### config.mk
export PLATFORM = sky130hd
export DESIGN_NAME = seq_detect
export DESIGN_NICKNAME = d
export VERILOG_FILES = /design/src/rtl/seq_detect_pkg.sv /design/src/rtl/seq_detect_sat_counter.sv /design/src/rtl/seq_detect.sv
export SDC_FILE = /design/constraint.sdc
export NUM_CORES = 1
export LEC_CHECK = 0
export ABC_AREA = 1
export ABC_CLOCK_PERIOD_IN_PS = 3700
export BUFFER_PORTS_ARGS = -buffer_cell sky130_fd_sc_hd__buf_2
export CORE_MARGIN = 2
export CORE_UTILIZATION = 40
export CTS_BUF_LIST = sky130_fd_sc_hd__clkbuf_8
export CTS_CLUSTER_SIZE = 20
export DETAILED_ROUTE_END_ITERATION = 7
export PLACE_DENSITY = 0.7
export SYNTH_ARGS = -nofsm -noshare
export SYNTH_HDL_FRONTEND = slang
export SYNTH_SLANG_ARGS = --single-unit
### constraint.sdc
create_clock -name clk -period 3.7 [get_ports clk]
set_input_delay 0.74 -clock clk [delete_from_list [all_inputs] [get_ports clk]]
set_output_delay 0.74 -clock clk [all_outputs]
set_load 0.02 [all_outputs]
### src/rtl/seq_detect_pkg.sv
// Shared types and elaboration-time helpers for the serial pattern detector.
// The functions build the KMP transition tables from the pattern parameter.
package seq_detect_pkg;

    localparam int MAX_PAT_LEN = 8;

    typedef enum logic [3:0] {S0, S1, S2, S3, S4, S5, S6, S7, S8} state_e;

    // Pattern bit p counts from the first bit received, which is the MSB.
    function automatic logic pat_bit(input logic [MAX_PAT_LEN-1:0] pattern,
                                     input int len, input int p);
        logic [MAX_PAT_LEN-1:0] shifted;
        shifted = pattern >> (len - 1 - p);
        return shifted[0];
    endfunction

    // Longest proper prefix of the whole pattern that is also a suffix.
    function automatic int failure(input logic [MAX_PAT_LEN-1:0] pattern, input int len);
        int   best;
        logic ok;
        best = 0;
        for (int j = 1; j < len; j++) begin
            ok = 1'b1;
            for (int q = 0; q < j; q++)
                if (pat_bit(pattern, len, q) != pat_bit(pattern, len, len - j + q))
                    ok = 1'b0;
            if (ok)
                best = j;
        end
        return best;
    endfunction

    // Longest j such that (first k pattern bits, then in_bit) ends with the first j pattern bits.
    function automatic int next_state(input logic [MAX_PAT_LEN-1:0] pattern, input int len,
                                      input int k, input logic in_bit);
        int   best;
        int   idx;
        logic ok;
        logic sbit;
        best = 0;
        for (int j = 1; j <= len; j++) begin
            if (j <= k + 1) begin
                ok = 1'b1;
                for (int q = 0; q < j; q++) begin
                    idx  = k + 1 - j + q;
                    sbit = (idx == k) ? in_bit : pat_bit(pattern, len, idx);
                    if (sbit != pat_bit(pattern, len, q))
                        ok = 1'b0;
                end
                if (ok)
                    best = j;
            end
        end
        return best;
    endfunction

endpackage

### src/rtl/seq_detect_sat_counter.sv
// Saturating up-counter: increments on inc, sticks at all-ones, never wraps.
module sat_counter #(
    parameter int W = 8
) (
    input  logic         clk,
    input  logic         rst,
    input  logic         inc,
    output logic [W-1:0] count
);

    // NOTE: sequential state is written with non-blocking assignments only.
    always_ff @(posedge clk) begin
        if (rst)
            count <= '0;
        else if (inc && (count != '1))
            count <= count + W'(1);
    end

endmodule

### src/rtl/seq_detect.sv
// Moore serial pattern detector with KMP transitions built at elaboration
// and a saturating match counter.
module seq_detect
    import seq_detect_pkg::*;
#(
    parameter int                 PAT_LEN = 4,
    parameter logic [PAT_LEN-1:0] PATTERN = 4'b1101,
    parameter int                 OVERLAP = 1,
    parameter int                 CNT_W   = 8
) (
    input  logic                             clk,
    input  logic                             rst,
    input  logic                             i,
    input  logic                             i_valid,
    input  logic                             clear,
    output logic                             o,
    output logic [CNT_W-1:0]                 match_count,
    output logic [$clog2(PAT_LEN+1)-1:0]     state_o
);

    localparam int                     SW      = $clog2(PAT_LEN + 1);
    localparam logic [MAX_PAT_LEN-1:0] PAT8    = MAX_PAT_LEN'(PATTERN);
    localparam state_e                 S_MATCH = state_e'(PAT_LEN);

    if (PAT_LEN < 2 || PAT_LEN > MAX_PAT_LEN) begin : g_bad_len
        $error("seq_detect: PAT_LEN must be in 2..8");
    end

    logic [3:0] w_tbl0 [MAX_PAT_LEN+1];
    logic [3:0] w_tbl1 [MAX_PAT_LEN+1];

    // MATCH transitions as if from the failure state (overlap) or from S0 (restart).
    for (genvar k = 0; k <= MAX_PAT_LEN; k++) begin : g_tbl
        if (k <= PAT_LEN) begin : g_used
            localparam int SRC = (k == PAT_LEN) ?
                                 ((OVERLAP != 0) ? failure(PAT8, PAT_LEN) : 0) : k;
            assign w_tbl0[k] = 4'(next_state(PAT8, PAT_LEN, SRC, 1'b0));
            assign w_tbl1[k] = 4'(next_state(PAT8, PAT_LEN, SRC, 1'b1));
        end else begin : g_unused
            assign w_tbl0[k] = '0;
            assign w_tbl1[k] = '0;
        end
    end

    state_e r_state;
    state_e w_next;
    logic   w_enter_match;

    always_ff @(posedge clk) begin
        if (rst)
            r_state <= S0;
        else
            r_state <= w_next;
    end

    // NOTE: every always_comb output gets a default first so no latch is inferred.
    always_comb begin
        w_next        = r_state;
        w_enter_match = 1'b0;
        if (clear) begin
            w_next = S0;
        end else if (i_valid) begin
            w_next        = state_e'(i ? w_tbl1[r_state] : w_tbl0[r_state]);
            w_enter_match = (w_next == S_MATCH);
        end
    end

    sat_counter #(.W(CNT_W)) u_cnt (
        .clk   (clk),
        .rst   (rst),
        .inc   (w_enter_match),
        .count (match_count)
    );

    assign o       = (r_state == S_MATCH);
    assign state_o = SW'(r_state);

endmodule
## Word-level counts from Yosys, hierarchy flattened

Memories as Yosys holds them, arrays and structs flattened.
Index checks and enable logic that the tools add are counted.

- $add $sub $neg: 1
- Magnitude comparators: 1
- Equality and inequality tests: 3
- Muxes and demuxes: 7
- Bitwise logic cells: 1
- Reduce and logical (&&, ||, !) cells: 2

Operators with widths:

| cell | count |
|---|---|
| $mux W4 | 5 |
| $add A8 B1 Y8 const B | 1 |
| $eq A4 B3 Y1 const B | 2 |
| $ne A8 B8 Y1 const B | 1 |
| $ge A5 B5 Y1 const B | 1 |
| $not A4 Y5 | 1 |
| $mux W1 | 2 |
| $reduce_or A2 Y1 | 1 |
| $logic_and A1 B1 Y1 | 1 |

- Register bits after elaboration: 12
- ROM bits: 128
- Input bits: 5
- Output and inout bits: 12
- Memories: 2

Memories:

| memory | words | width | rd ports | clocked after memory_dff | wr ports | line | RTL |
|---|---|---|---|---|---|---|---|
| (name not given) | 16 | 4 | 1 | 0 | 0 | seq_detect.sv:63 | `w_next = state_e'(i ? w_tbl1[r_state] : w_tbl0[r_state]);` |
| (name not given) | 16 | 4 | 1 | 0 | 0 | seq_detect.sv:63 |  |

## Logic depth before layout (Yosys ltp)

Gate-level depths: netlist of run 1.

- Word-level depth: 9
- Depth in mapped cells: 11

## Hierarchy

A second synthesis of run 1 with hierarchy kept.

- Cell total of the unflattened synthesis: 114
- Area total of the unflattened synthesis: 748.2 um^2

Modules (own cells, without submodules):

| module | instances | cells each | area an instance (um^2) |
|---|---|---|---|
| sat_counter | 1 | 77 | 484.2 |
| seq_detect | 1 | 37 | 264.0 |

## Least setup slack after synthesis of run 1

No wires, ideal clock.

- Path kind: register to output
- Start: reg r_state[0]
- End: out o
- Data arrival time: 0.958 ns
- Setup slack: 2.002 ns
- Cell stages (with the launch flop): 5
- Path buffers: 0
- Cell sequence: dfxtp_1 -> inv_1 -> ha_1 -> nand2_1 -> inv_1

- Word-level cells in the longest chain between the ends: 1

RTL lines:

| what | line | RTL |
|---|---|---|
| from (decl) | seq_detect.sv:45 | `state_e r_state;` |
| from (signal assigned) | seq_detect.sv:53 | `r_state <= w_next;` |
| $eq A4 B3 Y1 | seq_detect.sv:75 | `assign o = (r_state == S_MATCH);` |
| to (decl) | seq_detect.sv:16 | `output logic o,` |

No other way between the ends.

## Worst setup path in the final report of run 1

Ends and elaborated chain as after synthesis.

==> results of run 1 <==
[layer usage]
metal,GRT usage (%),up-vias,share of wire (%)
li1,-,375,-
met1,21.26,306,49
met2,22.19,13,45
met3,3.462,2,3.6
met4,13.33,0,1.9
met5,0,-,0
[state kept, by name (all words and copies together) (netlist names)]
signal,cells
r_state,3
u_cnt.count,8
[final cells by class]
type	instances	area, um^2	share of cell area (%)
inverters	15	57.56	6.416
clock buffers	3	41.29	4.603
flip-flops and latches	11	220.2	24.55
clock inverters	1	3.754	0.4184
well taps	25	31.28	3.487
repair buffers	16	80.08	8.926
multi-input cells	79	462.9	51.60
[metrics by stage]
stage	power (mW)	std cells
finish	0.2554	150
floorplan	0.1347	106
detailed placement	0.1406	146
CTS	0.2615	150
global placement	0.1405	146
global route	0.2686	150
[cell families (layout without fill, tap and decap cells)]
| logic type | count (synthesis) | in the layout |
|---|---|---|
| AO/OA/AOI/OAI | 12 | 12 |
| XOR/XNOR | 3 | 3 |
| adder cells (fa/ha/maj) | 5 | 5 |
| buffers and inverters | 16 | 35 |
| flip-flops | 11 | 11 |
| AND/OR/NAND/NOR | 59 | 59 |
[cells in the mapped netlist]
cell	n	share of area [%]
dfxtp_1	11	30
nand2_2	2	1.7
nor2_8	1	2.7
nand2_4	1	1.5
nand3_4	2	4.7
xnor2_1	2	2.4
clkbuf_1	1	0.50
nor2_2	3	2.5
nor2_1	10	5.0
a21oi_1	7	4.7
o211ai_1	1	1.0
a31oi_1	1	0.84
clkinv_1	1	0.50
o21a_1	1	1.0
xor2_1	1	1.2
nand3_1	11	7.4
ha_1	5	8.4
inv_1	12	6.0
inv_2	1	0.50
nor3_1	2	1.3
nand3_2	1	1.3
nand2_1	26	13
clkinv_2	1	0.67
o21ai_0	2	1.3
[power breakdown]
part	leakage, nW	total [mW]	switching [mW]	internal, mW
Sequential	0.0888	0.120	0.000932	0.120
Clock	0.0269	0.117	0.0445	0.0728
Combinational	0.300	0.0177	0.0119	0.00582
Total	0.416	0.255	0.0573	0.198
[final timing paths]
path         cells past startpoint                         from                          end  slack (ns)
max reg2reg                      8      r_state[0]$_SDFFE_PP0P_  u_cnt.count[6]$_SDFFE_PP0P_        2.19
min reg2reg                      2  u_cnt.count[0]$_SDFFE_PP0P_  u_cnt.count[0]$_SDFFE_PP0P_        0.52
min                              2  u_cnt.count[0]$_SDFFE_PP0P_  u_cnt.count[0]$_SDFFE_PP0P_        0.52
max                              5      r_state[0]$_SDFFE_PP0P_                            o        1.78
[critical path: stages, from the launching register on]
cell and delay [ns]:
dfxtp_1 0.36, inv_1 0.09, ha_1 0.24, nand2_1 0.07, inv_1 0.03, buf_2 0.14
==> metrics.md, run 1 <==
| Metric | Value |
|---|---|
| Outcome | finished, final reports clean |
| Drt total wl | between 1 and 1.5 mm |
| CTS Buf Count | 3 |
| Peak supply drop | between 150 and 200 uV |
| Num Clock Sinks | 11 |
| # Max-Cap Violations | 0 |
| Hold/Removal Path Class | reg -> reg |
| Post-Syn Instances | 106 |
| Setup bufs post-CTS | 0 |
| Vias in the first global route | 551 |
| Crit-path max FO | 4 |
| DRC Markers | 0 |
| Initial antenna violation count | 0 |
| Compound-Gate Fraction of Synth Area | under 10% |
| H-tree Lvls | 1 |
| CORE AREA | 0.001745 mm^2 |
| Row count | 15 |
| Pin count of the biggest net entering global routing | 10 |
| YS warnings | 0 |
| Post-Synth XOR/XNOR Area | around 3.5% |
| Synth unique cells | 24 |
| PwrDens | about 280 mW/mm^2 |
| DRT iter0 DRCs | 10 |
| Nets | around 140 |
| RePlAce Congestion | 0.7524 |
| Final period util | 51.83% |
| WL/cell | 9.613 um |
| CP Launch Type | flip-flop |
| Area growth syn-to-layout | 20.50% |
| Post-Synth Simple-Gate Area | 41.34% |
| Synth Register Bits | 11 |
| Ant. Diodes | 0 |
| GRT Total Usage | 16.10% |
| DIE WIDTH | roughly 47 um |
| Post-DP Area | ~850 um^2 |
| Area of the mapped netlist | around 740 um^2 |
| Slew headroom | between 80% and 90% |
| Post-synthesis sequential area ratio | roughly 30% |
| Arrival time at the worst endpoint | 1.18 ns |
| GR Overflow Total | 0 |
| Measured slew at the worst slew-check pin | between 0.2 and 0.3 ns |
| DR vias | ~700 |
| Initial Util | 42.65% |
| Skew final | about 0.0022 ns |
| Die ar. | around 0.0022 mm^2 |
| First-pass GRT wire length | around 2.4 mm |
| Fin. Hold Viols | 0 |
| WS Path Type | reg -> out |
| Port Buf Inserts | 16 |
| Setup WS pre-CTS | roughly 2.0 ns |
| Post-route ant nets | 0 |
| Critical Path RT | slightly below 3 ns |
| RSZ-0062 raised after global routing | false |
| I/O pin total | 17 |
| Final setup viols | 0 |
| Min Hold Slack | roughly 0.52 ns |
| CTS root buffer | clkbuf_8 |
| Largest family of logic cells by synthesized area | simple AND/OR/NAND/NOR gates |
| # fillers | 173 |
| Post-synthesis mux area share | 0% |
| First-pass DRT Iterations | 4 |
| Die H | about 47 um |
| Share of cells above drive strength 1 | between 20% and 30% |
| Syn Nets | ~120 |
| Leak Pwr | approximately 0.42 nW |
| Minimum clock period | approximately 1.9 ns |
| Final core area utilization | about half |
| Max-slew violation count | 0 |
| Post-route cell area | 897.1 um^2 |
| Clk buf depth | 2 |
| HPWL after detailed placement | 1.089 mm |
| CTS tree | built |
| Vias per cell | about 4.6 |
| Clk Latency, worst-skew pair | roughly 0.24 ns |
| Setup_tns | 0 ns |
| Post-Synth Adder-Cell Area | around 8.4% |
| Post-CTS sizing | 0 |
| Most common cell after layout, fill and taps aside | nand2_1 |
| Syn_area_per_cell | 7.023 um^2 |
| Hold-fix buffers at CTS | 0 |
| Most frequent cells in the layout | nand2_1 (26), buf_2 (16), inv_1 (13) |
| Clock transition at path regs | about 0.050 ns |
| CP endpoint kind | primary output |
| FMAX | about 0.52 GHz |
| Worst setup margin | approximately 1.8 ns |
Note: power is estimated with default switching activity, not from simulation.
==> inputs of run 2 (changes only) <==
ABC_AREA = 0   (was 1)
ABC_CLOCK_PERIOD_IN_PS = 1800   (was 3700)
PLACE_DENSITY = 0.72   (was 0.7)
clock period = 1.8 ns   (was 3.7 ns; I/O delays follow)
==> metrics.md, run 2 <==
| Metric | Value |
|---|---|
| Setup WS pre-CTS | -0.01086 ns (-2.039 ns) |
| Async SR Flop Fraction | 0% (unchanged) |
| Crit-path max FO | 5 (+1) |
| Synth cell count leaders | dfxtp_1 (11), a21oi_1 (8), ha_1 (5), nand3_1 (5) |
| Synth area leader | dfxtp_1 |
| DRT iter0 DRCs | 7 (-3) |
| Post-DP Area | 710.7 um^2 (-17%) |
| Minimum clock period | 1.704 ns |
| Hold/Removal Path Class | in -> reg |
| Syn_area_per_cell | 9.005 um^2 (+28%) |
| Synth Register Bits | 11 (unchanged) |
| Skew final | 0.003716 ns (+0.001526 ns) |
| Outcome | finished, final reports clean |
| Initial antenna violation count | 0 (unchanged) |
| RePlAce Congestion | 0.8359 (+11%) |
| Synth unique cells | 22 (-8.3%) |
| Fin. Hold Viols | 0 (unchanged) |
| CTS root buffer | clkbuf_8 |
| Most frequent cells in the layout | buf_2 (16), dfxtp_1 (9), a21oi_1 (7) |
| Post-route cell area | 794.5 um^2 (-11%) |
| Biggest register | u_cnt.count |
| Clk Latency, worst-skew pair | 0.23 ns (about the same) |
| Area growth syn-to-layout | 33.68% |
| CP Cell Sequence | inv_1, ha_4, nor3_4, o211ai_4, or4_1, a21oi_2 |
| H-tree Lvls | 1 (unchanged) |
| Arrival time at the worst endpoint | 1.88 ns (+0.70 ns) |
| Post-route ant nets | 0 (unchanged) |
| Top-count cell post-synth | dfxtp_1 |
| GR Overflow Total | 0 (unchanged) |
| HPWL after detailed placement | 947.5 um (-13%) |
| Vias in the first global route | 500 (-9.3%) |
| Drt total wl | 1.371 mm (-4.9%) |
| Worst reg-to-reg setup slack | 0.1 ns (-2.09 ns) |
| CP Launch Type | flip-flop |
| Vias per cell | 5.673 (+22%) |
| Leak Pwr | 0.3425 nW (-18%) |
| Max reg flops | 8 (unchanged) |
| Max-slew violation count | 0 (unchanged) |
| Measured slew at the worst slew-check pin | 0.2653 ns (-0.02145 ns) |
| Critical Path RT | 1.97 ns (-0.99 ns) |
| CP endpoint kind | flip-flop |
| Setup bufs post-CTS | 0 (unchanged) |
| First-pass DRT Iterations | 4 (unchanged) |
| Synth Flop Type | dfxtp_1 |
| Ant. Diodes | 0 (unchanged) |
| Final period util | between 90% and 100% |
| First-pass GRT wire length | 2.152 mm (-10%) |
| Post-Syn Instances | 66 (-38%) |
| Nets | 100 (-26%) |
| # Max-Cap Violations | 0 (unchanged) |
| Slowest-stage cell, CP | or4_1 |
| Most common cell after layout, fill and taps aside | buf_2 |
| Initial Util | 44.02% (+1.4 points) |
| Pin count of the biggest net entering global routing | 12 (+2) |
| Area of the mapped netlist | 594.3 um^2 (-20%) |
| RSZ-0062 raised after global routing | false |
| Largest regs | u_cnt.count: 8 flops, r_state: 3 flops |
| Clock transition at path regs | 0.05 ns (about the same) |
| EDFF count, synth | 0 (unchanged) |
| GRT Total Usage | 16.05% (-0.058 points) |
| # fillers | 122 (-29%) |
| Peak supply drop | 534.0 uV (+190%) |
| CP peak stage delay | 0.51 ns (+0.15 ns) |
| YS warnings | 0 (unchanged) |
| Worst setup margin | 0.09590 ns (-1.686 ns) |
| I/O pin total | 17 (unchanged) |
| CTS tree | built |
| Hold-fix buffers at CTS | 0 (unchanged) |
| Post-synthesis sequential area ratio | 37.05% (+7.5 points) |
| PwrDens | 665.0 mW/mm^2 (+130%) |
| CORE AREA | 0.001350 mm^2 (-23%) |
| FMAX | 0.5868 GHz |
| Die ar. | 0.001810 mm^2 (-19%) |
| Row count | 13 (-2) |
| Top cells by area, synth | dfxtp_1 (37%), ha_1 (11%), a21oi_1 (6.7%) |
| Share of cells above drive strength 1 | 34.83% (+10 points) |
| Slew headroom | 82.16% (+1.4 points) |
| Final setup viols | 0 (unchanged) |
| DIE WIDTH | 42.55 um (-9.7%) |
| Syn Nets | 76 (-34%) |
| Clk buf depth | 2 (unchanged) |
| Synth top area share | 37.05% (+7.5 points) |
| Num Clock Sinks | 11 (unchanged) |
| DRC Markers | 0 (unchanged) |
| Die H | 42.55 um (-9.7%) |
| CTS Buf Count | 3 (unchanged) |
| WS Path Type | reg -> reg |
| WL/cell | 13.18 um (+37%) |
| DR vias | 590 (-15%) |
| Port Buf Inserts | 16 (unchanged) |
-- run 2: changes by cell type after synthesis, moves of 3 or more --
| cell | change |
|---|---|
| mux2i_1 | +3 |
| or4_1 | +3 |
| nand3_1 | -6 |
| nor2_2 | -3 |
| inv_1 | -8 |
| nor2_1 | -8 |
| nand2_1 | -24 |
| o31ai_1 | +3 |
| or3_1 | +3 |
-- run 2: cells by family after synthesis --
kind of cell	after synthesis	share of synthesized area, %
AO/OA/AOI/OAI	17	17.26
XOR/XNOR	1	1.474
adder cells (fa/ha/maj)	5	10.53
buffers and inverters	6	5.051
flip-flops	11	37.05
multiplexers	3	5.053
AND/OR/NAND/NOR	23	23.58
-- run 2: worst max-delay path: cells and delay by family, from the launching register on --
| family | cells | cell delay [ns] |
|---|---|---|
| adder cells (fa/ha/maj) | 1 | 0.25 |
| AO/OA/AOI/OAI | 2 | 0.27 |
| flip-flops | 1 | 0.34 |
| AND/OR/NAND/NOR | 2 | 0.70 |
| buffers and inverters | 1 | 0.08 |
-- run 2: power breakdown --
group,total [mW],switching (mW),internal [mW]
registers,0.247,0.00106,0.246
clock network,0.240,0.0906,0.150
logic,0.0413,0.0235,0.0178
-- run 2: cell type report --
| cell class | instances | area (um^2) | area share [%] |
|---|---|---|---|
| Multi-Input combinational cell | 50 | 382.9 | 48.19 |
| Timing Repair Buffer | 20 | 110.1 | 13.86 |
| Tap cell | 15 | 18.77 | 2.362 |
| Inverter | 4 | 15.01 | 1.890 |
| Sequential cell | 11 | 222.7 | 28.03 |
| Clock buffer | 3 | 41.29 | 5.197 |
| Clock inverter | 1 | 3.754 | 0.4724 |
-- run 2: path summary, 6_finish.rpt --
kind / from / to / depth (start not counted)
worst max-delay path: r_state[0]$_SDFFE_PP0P_ / u_cnt.count[5]$_SDFFE_PP0P_ / 6
worst min-delay path: clear / r_state[1]$_SDFFE_PP0P_ / 2
worst max register to register: r_state[0]$_SDFFE_PP0P_ / u_cnt.count[5]$_SDFFE_PP0P_ / 6
worst min register to register: u_cnt.count[7]$_SDFFE_PP0P_ / u_cnt.count[7]$_SDFFE_PP0P_ / 2
-- run 2: what timing repair did --
item	in CTS	in global routing
hold endpoints to repair	0	0
pin swaps	0	1
cloned	0	1
gates resized for setup	1	3
setup endpoints to repair	1	4
-- run 2: metal layers --
| layer | vias up | track usage [%] | share of wire, % |
|---|---|---|---|
| li1 | 294 | - | - |
| met1 | 277 | 20.21 | 44 |
| met2 | 17 | 24.62 | 50 |
| met3 | 2 | 6.466 | 5.8 |
| met4 | 0 | 5.625 | 1.0 |
| met5 | - | 0 | 0 |
-- run 2: stage by stage --
step	TNS [ns]	instances	power [mW]	utilization (%)	hold WS, ns
6_report	0	104	0.5283	58.85	0.3688
5_1_grt	0	104	0.5537	58.85	0.3790
4_1_cts	0	103	0.5319	56.63	0.3597
3_5_place_dp	-0.01086	99	0.2878	52.64	0.4986
3_3_place_gp	0	99	0.2876	52.64	0.4854
2_1_floorplan	0	66	0.2731	-	0.4294
==> inputs of run 3 (changes only) <==
ABC_CLOCK_PERIOD_IN_PS = 1650   (was 1800)
SETUP_SLACK_MARGIN = 0.5   (was not set)
clock period = 1.65 ns   (was 1.8 ns; I/O delays follow)
==> metrics.md, run 3 (synthesized netlist as in run 2, its figures left out) <==
| Metric | Value |
|---|---|
| Max reg flops | 8 (unchanged) |
| Max-slew violation count | 0 (unchanged) |
| Area growth syn-to-layout | 57.05% |
| Post-DP Area | 748.2 um^2 (+5.3%) |
| FMAX | 0.6196 GHz (+5.6%) |
| Slew headroom | 82.18% (about the same) |
| RePlAce Congestion | 0.8926 (+6.8%) |
| Fin. Hold Viols | 0 (unchanged) |
| Hold/Removal Path Class | in -> reg |
| RSZ-0062 raised after global routing | true |
| Die H | 42.55 um (unchanged) |
| Measured slew at the worst slew-check pin | 0.2666 ns (+0.001261 ns) |
| Ant. Diodes | 0 (unchanged) |
| Worst setup margin | 0.03602 ns (-0.05988 ns) |
| Share of cells above drive strength 1 | 52.69% (+18 points) |
| Die ar. | 0.001810 mm^2 (unchanged) |
| Initial Util | 44.02% (unchanged) |
| CTS tree | built |
| Setup WS pre-CTS | 0.03499 ns (+0.04585 ns) |
| DRC Markers | 0 (unchanged) |
| Hold Path Stages | 2 (unchanged) |
| GRT Total Usage | 16.50% (+0.46 points) |
| Drt total wl | 1.593 mm (+16%) |
| DIE WIDTH | 42.55 um (unchanged) |
| Final period util | 97.82% (+3.1 points) |
| Hold-fix buffers at CTS | 0 (unchanged) |
| Skew final | 0.003930 ns (+0.0002146 ns) |
| CP Launch Type | flip-flop |
| Vias per cell | 5.907 (+4.1%) |
| Row count | 13 (unchanged) |
| Most frequent cells in the layout | buf_4 (11), buf_2 (9), a21oi_1 (6) |
| Worst reg-to-reg setup slack | 0.04 ns (-0.06 ns) |
| Port Buf Inserts | 16 (unchanged) |
| Pin count of the biggest net entering global routing | 12 (unchanged) |
| Minimum clock period | 1.614 ns (-0.09012 ns) |
| Final setup viols | 0 (unchanged) |
| Reg-to-reg startpoint | r_state[1]$_SDFFE_PP0P_ |
| Peak supply drop | 574.9 uV (+7.7%) |
| CP Cell Sequence | inv_4, ha_4, nor3_4, o211ai_4, or4_4, a21oi_2 |
| Arrival time at the worst endpoint | 1.79 ns (-0.09 ns) |
| Clk Latency, worst-skew pair | 0.24 ns (about the same) |
| CTS Buf Count | 3 (unchanged) |
| Worst r2r dst | u_cnt.count[5]$_SDFFE_PP0P_ |
| Post-route ant nets | 0 (unchanged) |
| Clock transition at path regs | 0.05 ns (about the same) |
| DR vias | 638 (+8.1%) |
| Largest regs | u_cnt.count: 8 flops, r_state: 3 flops |
| First-pass GRT wire length | 2.256 mm (+4.8%) |
| Vias in the first global route | 539 (+7.8%) |
| Biggest register | u_cnt.count |
| Leak Pwr | 0.3672 nW (+7.2%) |
| GR Overflow Total | 0 (unchanged) |
| Num Clock Sinks | 11 (unchanged) |
| Slowest-stage cell, CP | or4_4 |
| # fillers | 106 (-13%) |
| CTS root buffer | clkbuf_8 |
| Outcome | finished, final reports clean |
| Post-Place Cells | 98 (-1.0%) |
| Setup_tns | 0 ns (unchanged) |
| CP endpoint kind | flip-flop |
| DRT iter0 DRCs | 15 (+8) |
| Initial antenna violation count | 0 (unchanged) |
| WL/cell | 14.75 um (+12%) |
| Most common cell after layout, fill and taps aside | buf_4 |
| PwrDens | 622.3 mW/mm^2 (-6.4%) |
| Critical Path RT | 1.83 ns (-0.14 ns) |
| Nets | 104 (+4.0%) |
| H-tree Lvls | 1 (unchanged) |
| Design Power | 580.9 uW (+9.9%) |
| CORE AREA | 0.001350 mm^2 (unchanged) |
| Number of cells on the worst reg-to-reg path | 6 (unchanged) |
| Crit-path max FO | 5 (unchanged) |
| # Max-Cap Violations | 0 (unchanged) |
| I/O pin total | 17 (unchanged) |
| Hold Crit Endpoint | r_state[2]$_SDFFE_PP0P_ |
| Post-route cell area | 933.4 um^2 (+17%) |
| First-pass DRT Iterations | 4 (unchanged) |
| Clk buf depth | 2 (unchanged) |
| Hold path startpoint | clear |
| HPWL after detailed placement | 970.6 um (+2.4%) |
| CP peak stage delay | 0.49 ns (-0.02 ns) |
| WS Path Type | reg -> reg |
| Count of non-filler cells in the finished layout | 108 (+3.8%) |
## run 3: changes by cell type in the layout (fill, tap and decap cells not counted), moves of 4 or more
cell	delta
dfxtp_4	+4
buf_2	-7
buf_6	+4
buf_4	+7
dfxtp_1	-6
## run 3: metrics by stage
step / utilization [%] / hold slack (ns)
2_1_floorplan: - / 0.3971
4_1_cts: 62.37 / 0.3348
3_3_place_gp: 55.42 / 0.4949
3_5_place_dp: 55.42 / 0.5022
5_1_grt: 69.14 / 0.3578
6_report: 69.14 / 0.3389
## run 3: worst max path at each step
stage                     slack, ns               startpoint                     endpoint  cells past startpoint
after floorplan                0.11  r_state[1]$_SDFFE_PP0P_  u_cnt.count[5]$_SDFFE_PP0P_                      6
after global placement         0.06  r_state[1]$_SDFFE_PP0P_  u_cnt.count[5]$_SDFFE_PP0P_                      6
after detailed placement       0.03  r_state[1]$_SDFFE_PP0P_  u_cnt.count[5]$_SDFFE_PP0P_                      6
after CTS                      0.06  r_state[1]$_SDFFE_PP0P_  u_cnt.count[5]$_SDFFE_PP0P_                      6
after global routing          -0.04  r_state[1]$_SDFFE_PP0P_  u_cnt.count[5]$_SDFFE_PP0P_                      6
final                          0.04  r_state[1]$_SDFFE_PP0P_  u_cnt.count[5]$_SDFFE_PP0P_                      6
## run 3: final cells by class
type | instances | area, um^2 | share of cell area, %
Sequential cell | 11 | 240.2 | 25.74
Clock inverter | 1 | 3.754 | 0.4021
Timing Repair Buffer | 24 | 172.7 | 18.50
Inverter | 4 | 22.52 | 2.413
Multi-Input combinational cell | 50 | 434.2 | 46.51
Clock buffer | 3 | 41.29 | 4.424
Tap cell | 15 | 18.77 | 2.011
## run 3: what timing repair did
action,4_1_cts,5_1_grt
cloned,0,1
setup buffers,1,4
gates resized for setup,11,14
endpoints found under the setup margin,14,17
pin swaps,3,4
## run 3: worst max-delay path, delay by kind of cell, from the launching register on
kind	cells	cell delay, ns
AO/OA/AOI/OAI	2	0.25
adder cells (fa/ha/maj)	1	0.24
buffers and inverters	1	0.04
flip-flops	1	0.37
AND/OR/NAND/NOR	2	0.65
## run 3: per-layer routing
metal / routed length [um] / track usage (%) / share of wire (%) / vias up
li1: - / - / - / 302
met1: 659 / 18.16 / 41 / 315
met2: 838 / 28.62 / 53 / 19
met3: 84 / 7.759 / 5.3 / 2
met4: 10 / 3.750 / 0.63 / 0
met5: 0 / 0 / 0 / -
## run 3: power breakdown
group / leakage (nW) / total [mW] / internal [mW] / switching (mW)
registers: 0.0939 / 0.266 / 0.263 / 0.00290
logic: 0.246 / 0.0511 / 0.0225 / 0.0286
clock network: 0.0269 / 0.264 / 0.163 / 0.101
total: 0.367 / 0.581 / 0.448 / 0.132
